--- config.mk ---
export PLATFORM = sky130hd
export DESIGN_NAME = fp32_norm_round
export DESIGN_NICKNAME = d
export VERILOG_FILES = /design/src/rtl/fp32_pkg.sv /design/src/rtl/fp32_round_pack.sv /design/src/rtl/fp32_norm_round.sv
export SDC_FILE = /design/constraint.sdc
export NUM_CORES = 1
export LEC_CHECK = 0
export BUFFER_PORTS_ARGS = -buffer_cell sky130_fd_sc_hd__buf_2
export CORE_UTILIZATION = 40
export CTS_CLUSTER_DIAMETER = 80
export DETAILED_ROUTE_END_ITERATION = 10
export GPL_ROUTABILITY_DRIVEN = 0
export SLEW_MARGIN = 10
export SYNTH_ARGS = -nofsm -noshare
export SYNTH_HDL_FRONTEND = slang
export SYNTH_SLANG_ARGS = --single-unit
--- constraint.sdc ---
create_clock -name clk -period 7.6 [get_ports clk]
set_input_delay 0 -clock clk [delete_from_list [all_inputs] [get_ports clk]]
set_output_delay 0 -clock clk [all_outputs]
set_load 0.05 [all_outputs]
--- src/rtl/fp32_pkg.sv ---
// Shared FP32 constants, field widths and flag layout for the processing-element datapath.
package fp32_pkg;

   localparam int FP32_BIAS    = 127;
   localparam int FP32_EXP_MAX = 255;
   localparam logic [31:0] FP32_QNAN = 32'h7FC0_0000;

   localparam int FP32_EXP_W  = 8;
   localparam int FP32_FRAC_W = 23;
   localparam int FP32_PROD_W = 48;

   // out_flags = {overflow, underflow, inexact}
   localparam int FLAG_W   = 3;
   localparam int FLAG_OVF = 2;
   localparam int FLAG_UNF = 1;
   localparam int FLAG_NX  = 0;

   typedef logic [FLAG_W-1:0] fp32_flags_t;

   function automatic logic [31:0] fp32_inf(input logic sign);
      return {sign, {FP32_EXP_W{1'b1}}, {FP32_FRAC_W{1'b0}}};
   endfunction

endpackage

--- src/rtl/fp32_round_pack.sv ---
// Combinational round-to-nearest-even and special-case packing of a normalised significand.
module fp32_round_pack
   import fp32_pkg::*;
#(
   parameter int EXP_W = 10
) (
   input  logic                   sign,
   input  logic signed [EXP_W:0]  e1,
   input  logic [24:0]            sig,
   input  logic                   sticky,
   input  logic                   zero,
   input  logic                   is_nan,
   input  logic                   is_inf,
   output logic [31:0]            data,
   output fp32_flags_t            flags
);

   localparam logic signed [EXP_W+1:0] E_MAX   = (EXP_W+2)'(FP32_EXP_MAX);
   localparam logic signed [EXP_W:0]   E1_ZERO = '0;

   function automatic logic [FP32_FRAC_W:0] round_rne(input logic [FP32_FRAC_W-1:0] f,
                                                      input logic g, input logic s);
      logic inc;
      inc = g & (s | f[0]);
      return {1'b0, f} + {{FP32_FRAC_W{1'b0}}, inc};
   endfunction

   logic [FP32_FRAC_W-1:0] frac;
   logic                   g;
   logic                   s;
   logic [FP32_FRAC_W:0]   rnd;
   logic signed [EXP_W+1:0] e;

   always_comb begin
      frac = sig[24:2];
      g    = sig[1];
      s    = sig[0] | sticky;
      rnd  = round_rne(frac, g, s);
      e    = {e1[EXP_W], e1} + {{(EXP_W+1){1'b0}}, rnd[FP32_FRAC_W]};
   end

   // Underflow is judged on the pre-round exponent so a carry cannot lift e1=0 into range.
   always_comb begin
      data  = {sign, e[7:0], rnd[FP32_FRAC_W-1:0]};
      flags = '0;
      flags[FLAG_NX] = g | s;
      if (is_nan) begin
         data  = FP32_QNAN;
         flags = '0;
      end else if (is_inf) begin
         data  = fp32_inf(sign);
         flags = '0;
      end else if (zero) begin
         data  = {sign, 31'b0};
         flags = '0;
      end else if (e >= E_MAX) begin
         data  = fp32_inf(sign);
         flags = '0;
         flags[FLAG_OVF] = 1'b1;
         flags[FLAG_NX]  = 1'b1;
      end else if (e1 <= E1_ZERO) begin
         data  = {sign, 31'b0};
         flags = '0;
         flags[FLAG_UNF] = 1'b1;
         flags[FLAG_NX]  = 1'b1;
      end
   end

endmodule

--- src/rtl/fp32_norm_round.sv ---
// Post-multiply normalise / round / pack stage: 2-deep pipeline with valid/ready on both sides.
module fp32_norm_round
   import fp32_pkg::*;
#(
   parameter int EXP_W = 10,
   parameter int LZ_W  = 6
) (
   input  logic                    clk,
   input  logic                    rst_n,
   input  logic                    in_valid,
   output logic                    in_ready,
   input  logic                    in_sign,
   input  logic signed [EXP_W-1:0] in_exp,
   input  logic [47:0]             in_mant,
   input  logic [LZ_W-1:0]         in_lz,
   input  logic                    in_is_nan,
   input  logic                    in_is_inf,
   output logic                    out_valid,
   input  logic                    out_ready,
   output logic [31:0]             out_data,
   output logic [2:0]              out_flags
);

   logic adv1;
   logic adv2;
   logic vld_p1;
   logic vld_p2;

   logic                   zero_c;
   logic [46:0]            sh_c;
   logic signed [EXP_W:0]  e1_c;

   logic                   sign_p1;
   logic                   nan_p1;
   logic                   inf_p1;
   logic                   zero_p1;
   logic [24:0]            sig_p1;
   logic                   sticky_p1;
   logic signed [EXP_W:0]  e1_p1;

   logic [31:0]            rp_data;
   fp32_flags_t            rp_flags;
   logic [31:0]            data_p2;
   fp32_flags_t            flags_p2;

   assign adv2      = ~vld_p2 | out_ready;
   assign adv1      = ~vld_p1 | adv2;
   assign in_ready  = adv1;
   assign out_valid = vld_p2;
   assign out_data  = data_p2;
   assign out_flags = flags_p2;

   always_ff @(posedge clk) begin
      if (!rst_n) begin
         vld_p1 <= 1'b0;
         vld_p2 <= 1'b0;
      end else begin
         if (adv1) vld_p1 <= in_valid;
         if (adv2) vld_p2 <= vld_p1;
      end
   end

   // Stage 1: normalise so the leading one sits at bit 47 (dropped, implied by ~zero).
   always_comb begin
      zero_c = (in_mant == '0) || (int'(in_lz) >= FP32_PROD_W);
      sh_c   = 47'(in_mant << in_lz);
      e1_c   = {in_exp[EXP_W-1], in_exp} + (EXP_W+1)'(1) - (EXP_W+1)'(in_lz);
   end

   always_ff @(posedge clk) begin
      if (in_valid && adv1) begin
         sign_p1   <= in_sign;
         nan_p1    <= in_is_nan;
         inf_p1    <= in_is_inf;
         zero_p1   <= zero_c;
         sig_p1    <= sh_c[46:22];
         sticky_p1 <= |sh_c[21:0];
         e1_p1     <= e1_c;
      end
   end

   // Stage 2: round and pack into the output register.
   fp32_round_pack #(
      .EXP_W (EXP_W)
   ) u_round_pack (
      .sign   (sign_p1),
      .e1     (e1_p1),
      .sig    (sig_p1),
      .sticky (sticky_p1),
      .zero   (zero_p1),
      .is_nan (nan_p1),
      .is_inf (inf_p1),
      .data   (rp_data),
      .flags  (rp_flags)
   );

   always_ff @(posedge clk) begin
      if (!rst_n) begin
         data_p2  <= '0;
         flags_p2 <= '0;
      end else if (vld_p1 && adv2) begin
         data_p2  <= rp_data;
         flags_p2 <= rp_flags;
      end
   end

endmodule

-- Word-level counts from Yosys, hierarchy flattened
Cells that the tools add are included.
- flip-flop bits (word level): 78
- word-level logic and storage cells: 42
- output and inout port bits: 37
- $add $sub $neg: 4
- $lt $le $gt $ge: 3
- bitwise gates (word level): 8
- shifts and indexed selects: 1
- reductions and logical operators: 5
- mux-type cells: 10
- operators with widths (cell ; count):
    2-to-1 mux 31 bit ; 4
    logical NOT 48 bit ; 1
    left shift 48 x 6 -> 47 bit ; 1
    2-to-1 mux 32 bit ; 1
    adder 23 x 1 -> 24 bit ; 1
    OR reduction 22 bit ; 1
    adder 11 x 2 -> 12 bit ; 1
    >= comparator 12 x 9 -> 1 bit (second input constant) ; 1
    2-to-1 mux 3 bit ; 4
    adder 10 x 2 -> 11 bit (second input constant) ; 1
    <= comparator 11 x 1 -> 1 bit (second input constant) ; 1
    subtractor 11 x 6 -> 11 bit ; 1
    >= comparator 6 bit (second input constant) ; 1
    bitwise OR 1 bit ; 5
    logical AND 1 bit ; 2
    2-to-1 mux 2 bit ; 1
    NOT 1 bit ; 2
    AND 1 bit ; 1
    logical OR 1 bit ; 1

-- Logic depth before layout (Yosys ltp)
- word-level depth: 10
- gate-level depth with buffers: 16
- mapped depth without buffers: 15

-- Modules after synthesis
From an unflattened synthesis, not the netlist that was laid out.
- cells, all modules: 730
- area, all modules: 6747.7 um^2
- by module, submodules not included (module ; seq. area each (um^2) ; cells an instance ; area each (um^2) ; instances):
    fp32_norm_round ; 1971.9 ; 576 ; 5753.0 ; 1
    fp32_round_pack ; 0.0 ; 154 ; 994.7 ; 1

-- Least setup slack after synthesis
OpenSTA, ideal clock, no wires.
- path kind: reg-to-reg
- from: register sig_p1[2]
- to: register data_p2[23], in the netlist out_data[23]
- clock period less this slack: 3.142 ns
- arrival time: 3.000 ns
- required time: 7.459 ns
- setup time: 0.141 ns
- slack: 4.458 ns
- cell stages (with the launch flop): 17
- cells stage by stage: edfxtp_1 -> nand4_1 -> nor2_1 -> nand2_1 -> nor2_1 -> nand2_1 -> nor2_1 -> ha_1 -> ha_1 -> and4_4 -> nand4_1 -> xor2_1 -> o21ai_2 -> o311ai_4 -> or2_1 -> buf_6 -> a31oi_1
- cells in the longest elaborated chain, start to end: 9
- RTL lines (item ; line ; RTL):
    from (decl) ; fp32_norm_round.sv:37 ; logic [24:0] sig_p1;
    from (signal assigned) ; fp32_norm_round.sv:76 ; sig_p1 <= sh_c[46:22];
    bitwise OR 1 bit ; fp32_round_pack.sv:24 ; inc = g & (s | f[0]);
    AND 1 bit ; fp32_round_pack.sv:24 ;
    adder 23 x 1 -> 24 bit (*) ; fp32_round_pack.sv:25 ; return {1'b0, f} + {{FP32_FRAC_W{1'b0}}, inc};
    adder 11 x 2 -> 12 bit (*) ; fp32_round_pack.sv:39 ; e = {e1[EXP_W], e1} + {{(EXP_W+1){1'b0}}, rnd[FP32_FRAC_W]};
    >= comparator 12 x 9 -> 1 bit or 2-to-1 mux 31 bit (tied branches) ; fp32_round_pack.sv:56, fp32_round_pack.sv:61 ;
    2-to-1 mux 31 bit (*) ; fp32_round_pack.sv:56 ; end else if (e >= E_MAX) begin
    2-to-1 mux 31 bit (*) ; fp32_round_pack.sv:53 ; end else if (zero) begin
    2-to-1 mux 31 bit (*) ; fp32_round_pack.sv:50 ; end else if (is_inf) begin
    2-to-1 mux 32 bit (*) ; fp32_round_pack.sv:47 ; if (is_nan) begin
    to (signal assigned) ; fp32_norm_round.sv:102 ; data_p2 <= rp_data;
    to (decl) ; fp32_norm_round.sv:43 ; logic [31:0] data_p2;
Mark *: on every way between the ends. The rest lies on a longest branch, timed or not.
A chain may end at the register's enable or synchronous reset.

-- Worst setup path in the final report
- from: register sig_p1[2]
- to: register data_p2[0], in the netlist out_data[0]
- cells in the longest elaborated chain, start to end: 9
- RTL lines (item ; line):
    bitwise OR 1 bit ; fp32_round_pack.sv:24
    AND 1 bit ; fp32_round_pack.sv:24
    adder 23 x 1 -> 24 bit (*) ; fp32_round_pack.sv:25
    adder 11 x 2 -> 12 bit ; fp32_round_pack.sv:39
    >= comparator 12 x 9 -> 1 bit ; fp32_round_pack.sv:56
    2-to-1 mux 31 bit (*) ; fp32_round_pack.sv:56
    2-to-1 mux 31 bit (*) ; fp32_round_pack.sv:53
    2-to-1 mux 31 bit (*) ; fp32_round_pack.sv:50
    2-to-1 mux 32 bit (*) ; fp32_round_pack.sv:47
Marked as above.

==> results.txt <==
The run finished with clean final reports. The layout filler cell count is 1581. Ranked by total cell area, the synthesized netlist is headed by sky130_fd_sc_hd__edfxtp_1, sky130_fd_sc_hd__mux4_2, sky130_fd_sc_hd__dfxtp_1. The number of buffers inserted during clock tree synthesis came out at 9. The TritonCTS clock tree is yes. Counting flops and latches in the post-synthesis netlist gives 78. The total nets after synthesis is 795. The starting density of the core is 41.0%. The worst setup path is captured at a flip-flop. The type of the tightest min-delay check is in2reg.

The count of max-cap constraint violations is 0. STA classifies the critical path startpoint as a flip-flop. The count of endpoints failing hold in the final timing report was 0. The mapped netlist covers 0.00652 mm2.

The number of top-level pins is 108. Among all flip-flop cells after synthesis, the most frequent one is sky130_fd_sc_hd__edfxtp_1. Ranked by instance count, the synthesized netlist is headed by sky130_fd_sc_hd__nand2_1, sky130_fd_sc_hd__nor2_1, sky130_fd_sc_hd__edfxtp_1. Yosys printed 0 warnings.

The post-CTS setup-driven buffer insertion count is 0. The met3 layer usage reported by global route is 2.11%. The fraction of power spent switching nets is 31.2%. The sequential cell area in the final layout came out at 0.00197 mm2. The total number of clock tree sinks is 78.

Sequential cells were found to cover 30.3% of the synthesized design area. The deepest level of the CTS H-tree came out at 3. The post-synthesis cell count is 705. The clock insertion delay at the later pin of the skew report came out at 330 ps. The net switching component of the power is 0.381 mW. The global-route met2 utilization is 33.9%. Sequential cells account for 41.5% of the total power.

0 antenna diodes ended up in the layout. The worst ir drop on vdd came out at 0.112 mV. The netlist uses 74 different library cells.

The multi-input combinational cell area came out at 0.00418 mm2. The number of global-route vias before repair was 5450. The clock transition at the register clock pins on the worst setup and hold paths after CTS is 50 ps. The largest net degree at the start of global routing is 59. The number of enable flip-flop cells after synthesis is 41. Yosys instantiated no cell more often than sky130_fd_sc_hd__nand2_1.

The average via count per standard cell is 5.75. The internal power of the cells came out at 0.841 mW. For this design the ratio of total power to cell area is 166 mW/mm2. The fmax is 256 MHz. The final worst setup slack is 3690 ps.

Dividing the detail-routed wire length by the instance count gives 16.8 um. The routed wire length is 17.0 mm. The first global-routing pass estimated 27.3 mm of wire. After global routing the overflow that remains totals 0. The worst clock skew on the final layout is 3.16 ps. The post-placement setup slack came out at 3690 ps. The iteration count of the initial detailed-routing pass is 5. The count of buffers from port buffering is 107. The data required time of the critical path came out at 7850 ps. The vertical extent of the die is 130 um. The count of standard-cell rows is 46. The initial antenna violation count came to 0. The post-detailed-route DRC marker count is 0. The minimum clock period after layout is 3910 ps. The per-instance average area after synthesis is 9.24 um2.

The proportion of register bits with asynchronous set or reset after synthesis came out at 0%. The peak-usage layer in the global routing report is met2. The critical-path maximum fanout is 21.

From synthesis to final layout, the design area changed by 13.2%. At the pin with the least slew margin, the transition time is 946 ps. The combinational fraction of design power is 28.4%. The die footprint is 0.0168 mm2.

The clock network fraction of design power is 30.1%. The final number of setup-violating endpoints came out at 0. The HPWL after detailed placement is 13.4 mm. The area share of the largest cell type after synthesis came out at 18.9%. For this run, the total global-route usage over all layers was measured as 20.8%. For this block, the initial DRC count from the detailed router was 419. The net total in the final layout is 878. The core footprint came out at 0.0159 mm2. The leakage power of the design is 2.95 nW. The worst pin sits at a relative slew slack of 36.3%.

The proportion of layout cells with a drive suffix above 1 came out at 26.1%. The period utilization is 51.5%. The die extent in x is 130 um. After routing, the total negative slack on setup checks comes to 0 ps. The worst setup path is of the reg2reg kind.

The number of gates resized after CTS was 0. The buffer levels on the longest clock path is 2. The count of vias placed by the detailed router came out at 5799. The tree is rooted in a sky130_fd_sc_hd__clkbuf_16. The worst endpoint data arrival time came out at 4170 ps.

The max-slew violation count came out at 0. The remaining antenna violation count came out at 0. Of all cell types, the one taking the most synthesized area is sky130_fd_sc_hd__edfxtp_1.

Setup repair after global routing left no endpoint under its margin. The met1 track demand over resource came out at 27.2%.
[logic make-up (layout without fill, tap and decap cells)]
logic type | count (synthesis) | in the layout | share of synthesized area (%)
compound gates | 173 | 173 | 18.0
xor+xnor | 34 | 34 | 4.57
fa+ha+maj | 19 | 19 | 3.76
buf+inv | 68 | 156 | 5.68
flops | 78 | 78 | 30.3
mux | 80 | 80 | 19.2
simple gates | 253 | 253 | 18.5
[per-layer routing]
layer	share of wire (%)	up-vias
met1	45	2732
met5	0	-
met2	46	223
met3	5.4	47
li1	-	2797
met4	4.0	0
[worst max-delay path, stage by stage (launching register included)]
cell,delay [ps]
sky130_fd_sc_hd__edfxtp_1,380
sky130_fd_sc_hd__nand4_1,150
sky130_fd_sc_hd__nor2_1,290
sky130_fd_sc_hd__nand2_1,120
sky130_fd_sc_hd__nor2_1,340
sky130_fd_sc_hd__nand2_1,160
sky130_fd_sc_hd__nor2_1,170
sky130_fd_sc_hd__ha_1,210
sky130_fd_sc_hd__ha_1,220
sky130_fd_sc_hd__and4_4,240
sky130_fd_sc_hd__nand4_1,130
sky130_fd_sc_hd__xor2_1,280
sky130_fd_sc_hd__o21ai_2,130
sky130_fd_sc_hd__o311ai_4,400
sky130_fd_sc_hd__nand3b_4,380
sky130_fd_sc_hd__o21ai_0,250
[flip-flops by register name (all words and copies together), names as in the netlist]
| signal | flops |
|---|---|
| nan_p1 | 1 |
| vld_p1 | 1 |
| out_data | 32 |
| sig_p1 | 25 |
| zero_p1 | 1 |
| sticky_p1 | 1 |
| out_flags | 3 |
| sign_p1 | 1 |
| e1_p1 | 11 |
| inf_p1 | 1 |
| out_valid | 1 |
[final cells by class]
cell class,instances,area share [%]
well taps,216,3.66
repair buffers,116,8.31
flip-flops and latches,78,26.7
inverters,24,1.22
clock inverters,2,0.136
clock buffers,14,3.31
multi-input cells,559,56.6
[repair_timing]
| action | 4_1_cts | 5_1_grt |
|---|---|---|
| hold buffers | 4 | 0 |
| endpoints found under the setup margin | 0 | 0 |
| endpoints found under the hold margin | 4 | 0 |
[layout by cell type (no fill, tap or decap), types with 7 or more instances in the layout]
master                      instances
sky130_fd_sc_hd__clkbuf_16          9
sky130_fd_sc_hd__and2_1            11
sky130_fd_sc_hd__nor2_1            49
sky130_fd_sc_hd__and3_1             7
sky130_fd_sc_hd__dfxtp_1           37
sky130_fd_sc_hd__edfxtp_1          41
sky130_fd_sc_hd__o21ai_2           22
sky130_fd_sc_hd__nand2_1          112
sky130_fd_sc_hd__ha_1              18
sky130_fd_sc_hd__xnor2_1           15
sky130_fd_sc_hd__a211oi_1          10
sky130_fd_sc_hd__mux4_2            34
sky130_fd_sc_hd__a31oi_1           16
sky130_fd_sc_hd__o21ai_1            7
sky130_fd_sc_hd__a21oi_1           26
sky130_fd_sc_hd__nand4_1           11
sky130_fd_sc_hd__nor2b_1            7
sky130_fd_sc_hd__mux2i_1           30
sky130_fd_sc_hd__xor2_1            19
sky130_fd_sc_hd__nand3_1           15
sky130_fd_sc_hd__buf_2            107
sky130_fd_sc_hd__o21ai_0           37
sky130_fd_sc_hd__inv_1             21
sky130_fd_sc_hd__o22ai_1           16
sky130_fd_sc_hd__mux2_2            11
sky130_fd_sc_hd__nor4_1            14
[per-stage QoR]
stage	area, um2	hold WS [ps]	power (mW)	cells	util [%]
floorplan	6520	98.9	0.761	705	-
global placement	7080	180	0.849	989	44.6
detailed placement	7080	178	0.856	989	44.6
CTS	7380	2.32	1.23	1009	46.4
global route	7380	25.7	1.28	1009	46.4
finish	7380	8.81	1.22	1009	46.4
[final timing paths]
path	slack, ps	from	depth (start not counted)	endpoint
setup / recovery	3690	sig_p1[2]	15	out_data[0]
hold / removal	9	rst_n	2	out_valid
setup reg to reg	3690	sig_p1[2]	15	out_data[0]
hold reg to reg	450	out_data[18]	2	out_data[18]
[power groups by stage]
stage                     combinational, mW  sequential (mW)  clock (mW)
after floorplan                       0.236            0.525           0
after global placement                0.335            0.514           0
after detailed placement              0.340            0.516           0
after CTS                             0.344            0.507       0.376
after global routing                  0.379            0.511       0.392
final                                 0.347            0.507       0.368
(Power assumes the default switching activity.)
